`src/rtl/tdm_pkg.sv`:
```
// Shared TDM link definitions, used by the receive demux and the future transmit mux.
package tdm_pkg;

   localparam int unsigned N_SLOTS = 4;
   localparam int unsigned SLOT_W  = 2;

   typedef logic [SLOT_W-1:0] slot_t;

   localparam slot_t SLOT0 = 2'd0;
   localparam slot_t SLOT1 = 2'd1;
   localparam slot_t SLOT2 = 2'd2;
   localparam slot_t SLOT3 = 2'd3;

endpackage

```
`src/rtl/tdm_slot_counter.sv`:
```
// Rotating TDM slot index: loads 1 on sync (sync sample occupies slot 0), else steps on en.
module tdm_slot_counter
   import tdm_pkg::*;
(
   input  logic  clk,
   input  logic  rst,
   input  logic  en,
   input  logic  load,
   output slot_t slot,
   output logic  last_slot
);

   // Slot register; wraps 3 -> 0 naturally through the 2-bit add.
   always_ff @(posedge clk or posedge rst) begin
      if (rst) begin
         slot <= SLOT0;
      end else if (load) begin
         slot <= SLOT1;
      end else if (en) begin
         slot <= slot + slot_t'(1);
      end
   end

   assign last_slot = (slot == SLOT3);

endmodule

```
`src/rtl/tdm_demux_1a4.sv`:
```
// Receive end of a 4-slot TDM link: steers samples into staging and publishes whole frames.
module tdm_demux_1a4
   import tdm_pkg::*;
#(
   parameter int unsigned W = 1
)
(
   input  logic                 clk,
   input  logic                 rst,
   input  logic                 en,
   input  logic                 sync,
   input  logic [W-1:0]         x,
   input  logic                 clr_err,
   output logic [N_SLOTS*W-1:0] y,
   output logic                 frame_valid,
   output logic                 locked,
   output logic [SLOT_W-1:0]    slot,
   output logic                 sync_err
);

   logic [N_SLOTS-2:0][W-1:0] staging;
   logic                      last_slot;
   logic                      sync_acc;
   logic                      plain_acc;
   logic                      frame_done;
   logic                      misplaced;

   // Accepted-sample qualifiers; plain samples before the first sync are dropped.
   always_comb begin
      sync_acc   = en && sync;
      plain_acc  = en && !sync && locked;
      frame_done = plain_acc && last_slot;
      misplaced  = sync_acc && locked && (slot != SLOT0);
   end

   tdm_slot_counter u_slot_counter (
      .clk       (clk),
      .rst       (rst),
      .en        (plain_acc),
      .load      (sync_acc),
      .slot      (slot),
      .last_slot (last_slot)
   );

   // Staging for slots 0..2; the slot-3 sample goes straight into the frame output.
   always_ff @(posedge clk or posedge rst) begin
      if (rst) begin
         staging <= '0;
      end else if (sync_acc) begin
         staging[0] <= x;
      end else if (plain_acc) begin
         for (int unsigned k = 0; k < N_SLOTS - 1; k++) begin
            if (slot == SLOT_W'(k)) begin
               staging[k] <= x;
            end
         end
      end
   end

   // Atomic frame transfer with a single-cycle strobe.
   always_ff @(posedge clk or posedge rst) begin
      if (rst) begin
         y           <= '0;
         frame_valid <= 1'b0;
      end else begin
         frame_valid <= frame_done;
         if (frame_done) begin
            y <= {x, staging};
         end
      end
   end

   // Lock is gained on the first sync and held until reset.
   always_ff @(posedge clk or posedge rst) begin
      if (rst) begin
         locked <= 1'b0;
      end else if (sync_acc) begin
         locked <= 1'b1;
      end
   end

   // Sticky misplaced-sync flag; a new error beats a simultaneous clear.
   always_ff @(posedge clk or posedge rst) begin
      if (rst) begin
         sync_err <= 1'b0;
      end else if (misplaced) begin
         sync_err <= 1'b1;
      end else if (clr_err) begin
         sync_err <= 1'b0;
      end
   end

endmodule
```
`config.mk`:
```
export PLATFORM = sky130hd
export DESIGN_NAME = tdm_demux_1a4
export DESIGN_NICKNAME = d
export VERILOG_FILES = /design/src/rtl/tdm_pkg.sv /design/src/rtl/tdm_slot_counter.sv /design/src/rtl/tdm_demux_1a4.sv
export SDC_FILE = /design/constraint.sdc
export NUM_CORES = 1
export LEC_CHECK = 0
export ABC_AREA = 0
export CAP_MARGIN = 30
export CORE_MARGIN = 2
export CORE_UTILIZATION = 38
export DETAILED_ROUTE_END_ITERATION = 8
export GPL_TIMING_DRIVEN = 0
export PLACE_DENSITY = 0.68
export SETUP_SLACK_MARGIN = 0.3
export SLEW_MARGIN = 20
export SYNTH_ARGS = -nofsm -noshare
export SYNTH_HDL_FRONTEND = slang
export SYNTH_SLANG_ARGS = --single-unit
```
`constraint.sdc`:
```
create_clock -name clk -period 1.45 [get_ports clk]
set_clock_uncertainty 0.1 [all_clocks]
set_input_delay 0.2175 -clock clk [delete_from_list [all_inputs] [get_ports clk]]
set_output_delay 0.2175 -clock clk [all_outputs]
set_load 0.05 [all_outputs]
```
==> impl_metrics.py, run 1 <==
metrics = {
    "placed_design": {
        "place_area_um2": 752,
        "dp_worst_setup_slack_ns": -0.151,
        "routabilityCongestion": 0.717,
        "portBuffers": 14,
        "dpl.hpwl_um": 756,
        "dp_cells": 77,
    },
    "setup_path": {
        "start_kind": "register",
        "slowest_stage": "dfrtp_2",
        "worstSetupPathType": "reg -> reg",
        "rr_startpoint": "u_slot_counter.slot[1]$_DFFE_PP0P_",
        "cp_num_buf_inv": 1,
        "critPathTopFamily": "flip-flops",
        "cp_max_fo": 5,
        "worst_ep_required_time_ns": 1.51,
        "cp-startpoint": "u_slot_counter.slot[1]$_DFFE_PP0P_",
        "r2r-end": "y[1]$_DFFE_PP0P_",
        "rrSetupSlack_ns": 0.08,
        "slowest_delay_ns": 0.46,
        "crit_chain": "ha_4, nand4b_1, buf_6, mux2_4",
        "arrival_ns": 1.43,
        "reg2reg_depth": 4,
        "endpoint_kind": "register",
    },
    "clocking": {
        "cts-root-buf": "clkbuf_4",
        "cts_sinks": 12,
        "clock_latency_ns": 0.27,
        "clockBufferDepth": 2,
        "htree_levels": 1,
        "postCtsHoldBufs": 0,
        "cts_tree": "yes",
        "clk_pin_slew_ns": 0.08,
        "cts_buffers": 3,
    },
    "detailed_routing": {
        "wirelength_um": 1180,
        "dr_total_vias": 453,
        "post_drt_wl_per_cell_um": 13.3,
        "highest_layer": "met4",
        "drc": 0,
        "vias_per_cell": 5.09,
        "ant_nets": 0,
        "wl_met1_um": 517,
        "met2WireLength_um": 590,
        "first_pass_iters": 2,
        "wl_met3_um": 52,
        "drt_iter0_markers": 1,
    },
    "outcome": {
        "status": "finished, final reports clean",
    },
    "floorplanning": {
        "die_x_um": 42.9,
        "initial_core_util_pct": 39.6,
        "pin_count": 15,
        "coreArea_mm2": 0.00145,
        "core.rowCount": 14,
        "die_area_mm2": 0.00184,
        "die_height_um": 42.9,
    },
    "final_layout": {
        "final_nets": 84,
        "stdcell_area_um2": 888,
        "final_layout_size_suffix_gt1_share_pct": 52.1,
        "diodes": 0,
        "fill_cells": 126,
        "finalNonFillerCells": 89,
        "syn_to_final_growth_pct": 54.3,
        "utilization_pct": 61.1,
    },
    "sta": {
        "fin_crit_ns": 1.37,
        "worst_slew_margin_rel_pct": 69.8,
        "worst_pin_slew_ns": 0.453,
        "slew_viol_final": 0,
        "layout_worst_path_cycle_share_pct": 94.5,
        "fin_ws_ns": 0.0791,
        "rsz0062_at_grt": "true",
        "setup_viol": 0,
        "hold_viol": 0,
        "clock.fmax_ghz": 0.729,
    },
    "logic_synthesis": {
        "yosys.cell_types.count": 18,
        "postSynthCellCount": 47,
        "synthXorXnorAreaFrac_pct": 0,
        "synth_compound_area_share_pct": 9.35,
        "netlist_area_um2": 576,
        "avgSynthCellArea_um2": 12.2,
        "synthMuxAreaShare_pct": 11.7,
        "ys_seq_area_share_pct": 52.2,
        "synth-simple-area-share_pct": 12.2,
        "ys_seq_elements": 12,
        "synthAdderAreaFrac_pct": 8.70,
        "synth_top_family_by_area": "simple AND/OR/NAND/NOR gates",
        "synthesis.nets": 57,
        "yosysWarnings": 0,
    },
    "global_routing": {
        "grt_first_pass_wirelength_um": 2020,
        "grt_pass1_vias": 402,
        "grt_max_degree": 13,
        "grt-ovfl-total": 0,
        "grt_antenna_before_repair": 0,
        "grt_use_total_pct": 15.1,
    },
    "run": {
        "max-cap-violations": 0,
    },
    "power": {
        "p_leak_nw": 0.427,
        "p_per_area_mw_per_mm2": 1640,
        "peakVddDrop_v": 0.000783,
    },
    "worst_hold_path": {
        "worstHoldPathType": "in -> async",
    },
}
area by class of cell:
type,instances,area (um^2),share of cell area (%)
plain buffers,3,22.5,2.54
flip-flops and latches,12,304,34.2
well taps,16,20.0,2.25
clock buffers,4,36.3,4.08
multi-input cells,27,279,31.4
repair buffers,22,208,23.4
inverters,5,18.8,2.11
registers in the layout (all words and copies together), names as in the netlist:
name,cells
frame_valid,1
locked,1
staging,3
sync_err,1
u_slot_counter.slot,2
y,4
cells by family (layout without fill, tap and decap cells):
group,count (synthesis),after routing
mux,6,6
fa+ha+maj,4,4
simple gates,9,9
compound gates,8,8
flops,12,12
buf+inv,8,34
synthesized netlist by cell type:
cell type	count	area (um^2)
inv_1	5	18.8
a21oi_1	2	10.0
nand2_1	1	3.75
o2bb2ai_1	1	8.76
nand4b_1	5	43.8
clkbuf_2	1	5.00
ha_1	4	50.1
buf_2	2	10.0
mux2_2	4	45.0
nand3_1	1	5.00
a21boi_0	1	7.51
mux2_1	2	22.5
nand2b_1	1	6.26
a21o_2	1	8.76
and4b_2	1	11.3
o311ai_0	1	8.76
dfrtp_1	12	300
o21ai_0	2	10.0
metal layers:
layer | GRT usage (%) | up-vias
met3 | 3.83 | 4
met1 | 20.4 | 218
met2 | 21.2 | 12
met5 | 0 | -
met4 | 9.38 | 0
li1 | - | 219
cell usage in the layout (no fill, tap or decap), types with 2 or more instances in the layout:
cell type and count:
buf_4 10, dfrtp_1 9, buf_6 8, clkbuf_4 5
nand4b_1 5, clkdlybuf4s50_1 5, mux2_4 4, inv_1 3
dfrtp_2 3, mux2_1 2, a21oi_1 2, inv_2 2
ha_1 2
power breakdown:
| group | leakage, nW | total (mW) | internal [mW] | switching [mW] |
|---|---|---|---|---|
| logic | 0.263 | 0.689 | 0.335 | 0.354 |
| registers | 0.143 | 0.500 | 0.430 | 0.0695 |
| clock network | 0.0210 | 0.268 | 0.153 | 0.115 |
| total | 0.427 | 1.46 | 0.918 | 0.538 |
per-stage QoR:
step           hold slack, ns  TNS, ns  power [mW]
6_report                0.148        0        1.46
5_1_grt                 0.193        0        1.54
4_1_cts                 0.164        0        1.37
3_5_place_dp            0.380   -0.979        1.02
3_3_place_gp            0.373   -0.877        1.02
2_1_floorplan         -0.0180  -0.0840       0.847
worst max-delay path by stage:
stage,endpoint,cells after the start
finish,y[1]$_DFFE_PP0P_,4
global placement,staging[2]$_DFFE_PP0P_,4
global route,y[2]$_DFFE_PP0P_,4
detailed placement,staging[2]$_DFFE_PP0P_,4
CTS,staging[1]$_DFFE_PP0P_,4
floorplan,y[0]$_DFFE_PP0P_,3
timing repair:
| item | 4_1_cts | 5_1_grt |
|---|---|---|
| setup buffers | 2 | 6 |
| setup endpoints to repair | 19 | 19 |
| pin swaps | 1 | 2 |
| resized for setup | 65 | 11 |
(Power assumes the default switching activity.)
==> run 2: changes to the inputs <==
--- a/config.mk
+++ b/config.mk
@@ -5,12 +5,14 @@
 export SDC_FILE = /design/constraint.sdc
 export NUM_CORES = 1
 export LEC_CHECK = 0
-export ABC_AREA = 0
+export ABC_AREA = 1
 export CAP_MARGIN = 30
 export CORE_MARGIN = 2
 export CORE_UTILIZATION = 38
+export CTS_BUF_LIST = sky130_fd_sc_hd__clkbuf_16
 export DETAILED_ROUTE_END_ITERATION = 8
 export GPL_TIMING_DRIVEN = 0
+export MAX_ROUTING_LAYER = met4
 export PLACE_DENSITY = 0.68
 export SETUP_SLACK_MARGIN = 0.3
 export SLEW_MARGIN = 20
==> impl_metrics.py, run 2 <==
metrics = {
    "outcome": {
        "status": "finished, final reports clean",
    },
    "logic_synthesis": {
        "synth.area.top_cells": "dfrtp_1, nand2_1, ha_1",
        "synth_top_cell_by_area": "dfrtp_1",
        "postSynthCellCount": 60,
        "ys_seq_elements": 12,
        "yosysWarnings": 0,
        "synthesis.nets": 70,
        "ys_seq_area_share_pct": 54.7,
        "synth_edf_count": 0,
        "avgSynthCellArea_um2": 9.15,
        "yosys.cell_types.count": 10,
        "yosys_most_used_dff": "dfrtp_1",
        "netlist_area_um2": 549,
        "synthArstFlopShare_pct": 100,
        "synth_common_cells": "nand2_1, dfrtp_1, nand3_1, inv_1, ha_1",
        "synth_top_area_share_pct": 54.7,
        "yosysMostFrequentCell": "nand2_1",
    },
    "setup_path": {
        "start_kind": "register",
        "slowest_stage": "dfrtp_2",
        "arrival_ns": 0.86,
        "rrSetupSlack_ns": 0.30,
        "cp_max_fo": 8,
        "worstSetupPathType": "reg -> out",
        "cp_num_buf_inv": 1,
        "endpoint_kind": "output port",
        "crit_chain": "buf_6",
        "worst_ep_required_time_ns": 1.13,
        "slowest_delay_ns": 0.45,
        "critPathTopFamily": "flip-flops",
    },
    "detailed_routing": {
        "wirelength_um": 978,
        "post_drt_wl_per_cell_um": 10.4,
        "drc": 0,
        "first_pass_iters": 4,
        "dr_total_vias": 456,
        "drt_iter0_markers": 10,
        "vias_per_cell": 4.85,
        "ant_nets": 0,
    },
    "final_layout": {
        "utilization_pct": 60.7,
        "final_cell_mix": "nand2_1, nand3_1, dfrtp_1",
        "stdcell_area_um2": 810,
        "syn_to_final_growth_pct": 47.4,
        "final_common_cell": "nand2_1",
        "finalNonFillerCells": 94,
        "final_nets": 90,
        "diodes": 0,
        "largest-register": "y",
        "top_regs": "y x4, staging x3, u_slot_counter.slot x2",
        "final_layout_size_suffix_gt1_share_pct": 27.8,
        "largest_reg_flops": 4,
    },
    "placed_design": {
        "portBuffers": 14,
        "place_area_um2": 737,
        "dpl.hpwl_um": 713,
        "routabilityCongestion": 0.727,
        "dp_cells": 89,
    },
    "power": {
        "power.internal_mw": 1.02,
        "p_sw_mw": 0.634,
        "p_seq_share_pct": 32.1,
        "power_frac_comb_pct": 37.9,
        "p_clk_share_pct": 29.9,
        "p_leak_nw": 0.423,
        "peakVddDrop_v": 0.00105,
        "p_sw_share_pct": 38.2,
        "p_per_area_mw_per_mm2": 2050,
    },
    "sta": {
        "hold_viol": 0,
        "rsz0062_at_grt": "true",
        "worst_hold_slack_ns": 0.181,
        "layout_worst_path_cycle_share_pct": 81.3,
        "setup_viol": 0,
        "timing.setup.tns_ns": 0,
        "fin_crit_ns": 1.18,
        "worst_slew_margin_rel_pct": 71.6,
        "worst_pin_slew_ns": 0.426,
        "clock.fmax_ghz": 0.848,
        "slew_viol_final": 0,
    },
    "floorplanning": {
        "core.rowCount": 13,
        "die_x_um": 42.0,
        "coreArea_mm2": 0.00133,
        "die_height_um": 42.0,
        "pin_count": 15,
        "die_area_mm2": 0.00177,
        "initial_core_util_pct": 41.2,
    },
    "global_routing": {
        "grt-ovfl-total": 0,
        "grt_use_total_pct": 14.2,
        "grt_antenna_before_repair": 0,
        "grt_max_degree": 13,
        "grt_first_pass_wirelength_um": 1810,
        "grt_pass1_vias": 405,
    },
    "clocking": {
        "postCtsHoldBufs": 0,
        "clock_latency_ns": 0.23,
        "cts-root-buf": "clkbuf_16",
        "clockBufferDepth": 2,
        "htree_levels": 1,
        "cts_tree": "yes",
        "clk_pin_slew_ns": 0.04,
        "cts_sinks": 12,
        "cts_buffers": 3,
    },
    "run": {
        "max-cap-violations": 0,
    },
    "worst_hold_path": {
        "worstHoldPathType": "in -> async",
    },
}
[run 2: changes by cell type after synthesis, sizes merged, moves of 2 or more]
cell,before,now
nand2,1,21
nand4,0,3
inv,5,7
mux2,6,0
a21oi,2,0
buf,2,0
nand3,1,9
nand4b,5,0
[run 2: worst paths after layout]
kind,startpoint,to,depth (start not counted)
worst max-delay path,locked$_DFFE_PP0P_,locked,1
min in group clk,y[2]$_DFFE_PP0P_,y[2]$_DFFE_PP0P_,2
max in group asynchronous,rst,u_slot_counter.slot[0]$_DFFE_PP0P_,2
worst min register to register,y[2]$_DFFE_PP0P_,y[2]$_DFFE_PP0P_,2
worst max register to register,u_slot_counter.slot[0]$_DFFE_PP0P_,y[1]$_DFFE_PP0P_,4
worst min-delay path,rst,y[0]$_DFFE_PP0P_,2
[run 2: power groups by stage]
stage	registers, mW	logic, mW	clock network [mW]
after floorplan	0.781	0.185	0
after global placement	0.527	0.641	0
after detailed placement	0.530	0.642	0
after CTS	0.531	0.632	0.511
after global routing	0.552	0.680	0.537
final	0.533	0.628	0.496
[run 2: kinds of logic (layout without fill, tap and decap cells)]
| kind of cell | Yosys count | in the layout | synth area share, % |
|---|---|---|---|
| compound gates | 3 | 3 | 2.96 |
| simple gates | 34 | 34 | 28.5 |
| buf+inv | 7 | 26 | 4.78 |
| flops | 12 | 12 | 54.7 |
| fa+ha+maj | 4 | 4 | 9.11 |
[run 2: layout make-up]
class	instances	area, um^2
Tap cell	15	18.8
Fill cell	131	524
Inverter	7	28.8
Sequential cell	12	304
Clock inverter	1	3.75
Clock buffer	3	75.1
Multi-Input combinational cell	41	248
Timing Repair Buffer	15	131
[run 2: per-stage QoR]
stage | power (mW) | worst slack [ns]
after floorplan | 0.966 | 0.199
after global placement | 1.17 | -0.109
after detailed placement | 1.17 | -0.105
after CTS | 1.67 | 0.236
after global routing | 1.77 | 0.217
final | 1.66 | 0.271
[run 2: repair_timing]
item                       4_1_cts  5_1_grt
pin swaps                        3        2
gates resized for setup         57        2
cloned                           0        0
setup endpoints to repair       17       11
setup buffers                    1        0
[run 2: routing by layer]
layer / routed length, um / part of all wire, % / up-vias / global-route usage, %
met1: 420 / 43 / 207 / 16.2
li1: - / - / 232 / -
met4: 0 / 0 / 0 / 3.75
met2: 455 / 47 / 17 / 21.9
met3: 101 / 10 / 0 / 7.76
met5: 0 / 0 / - / -
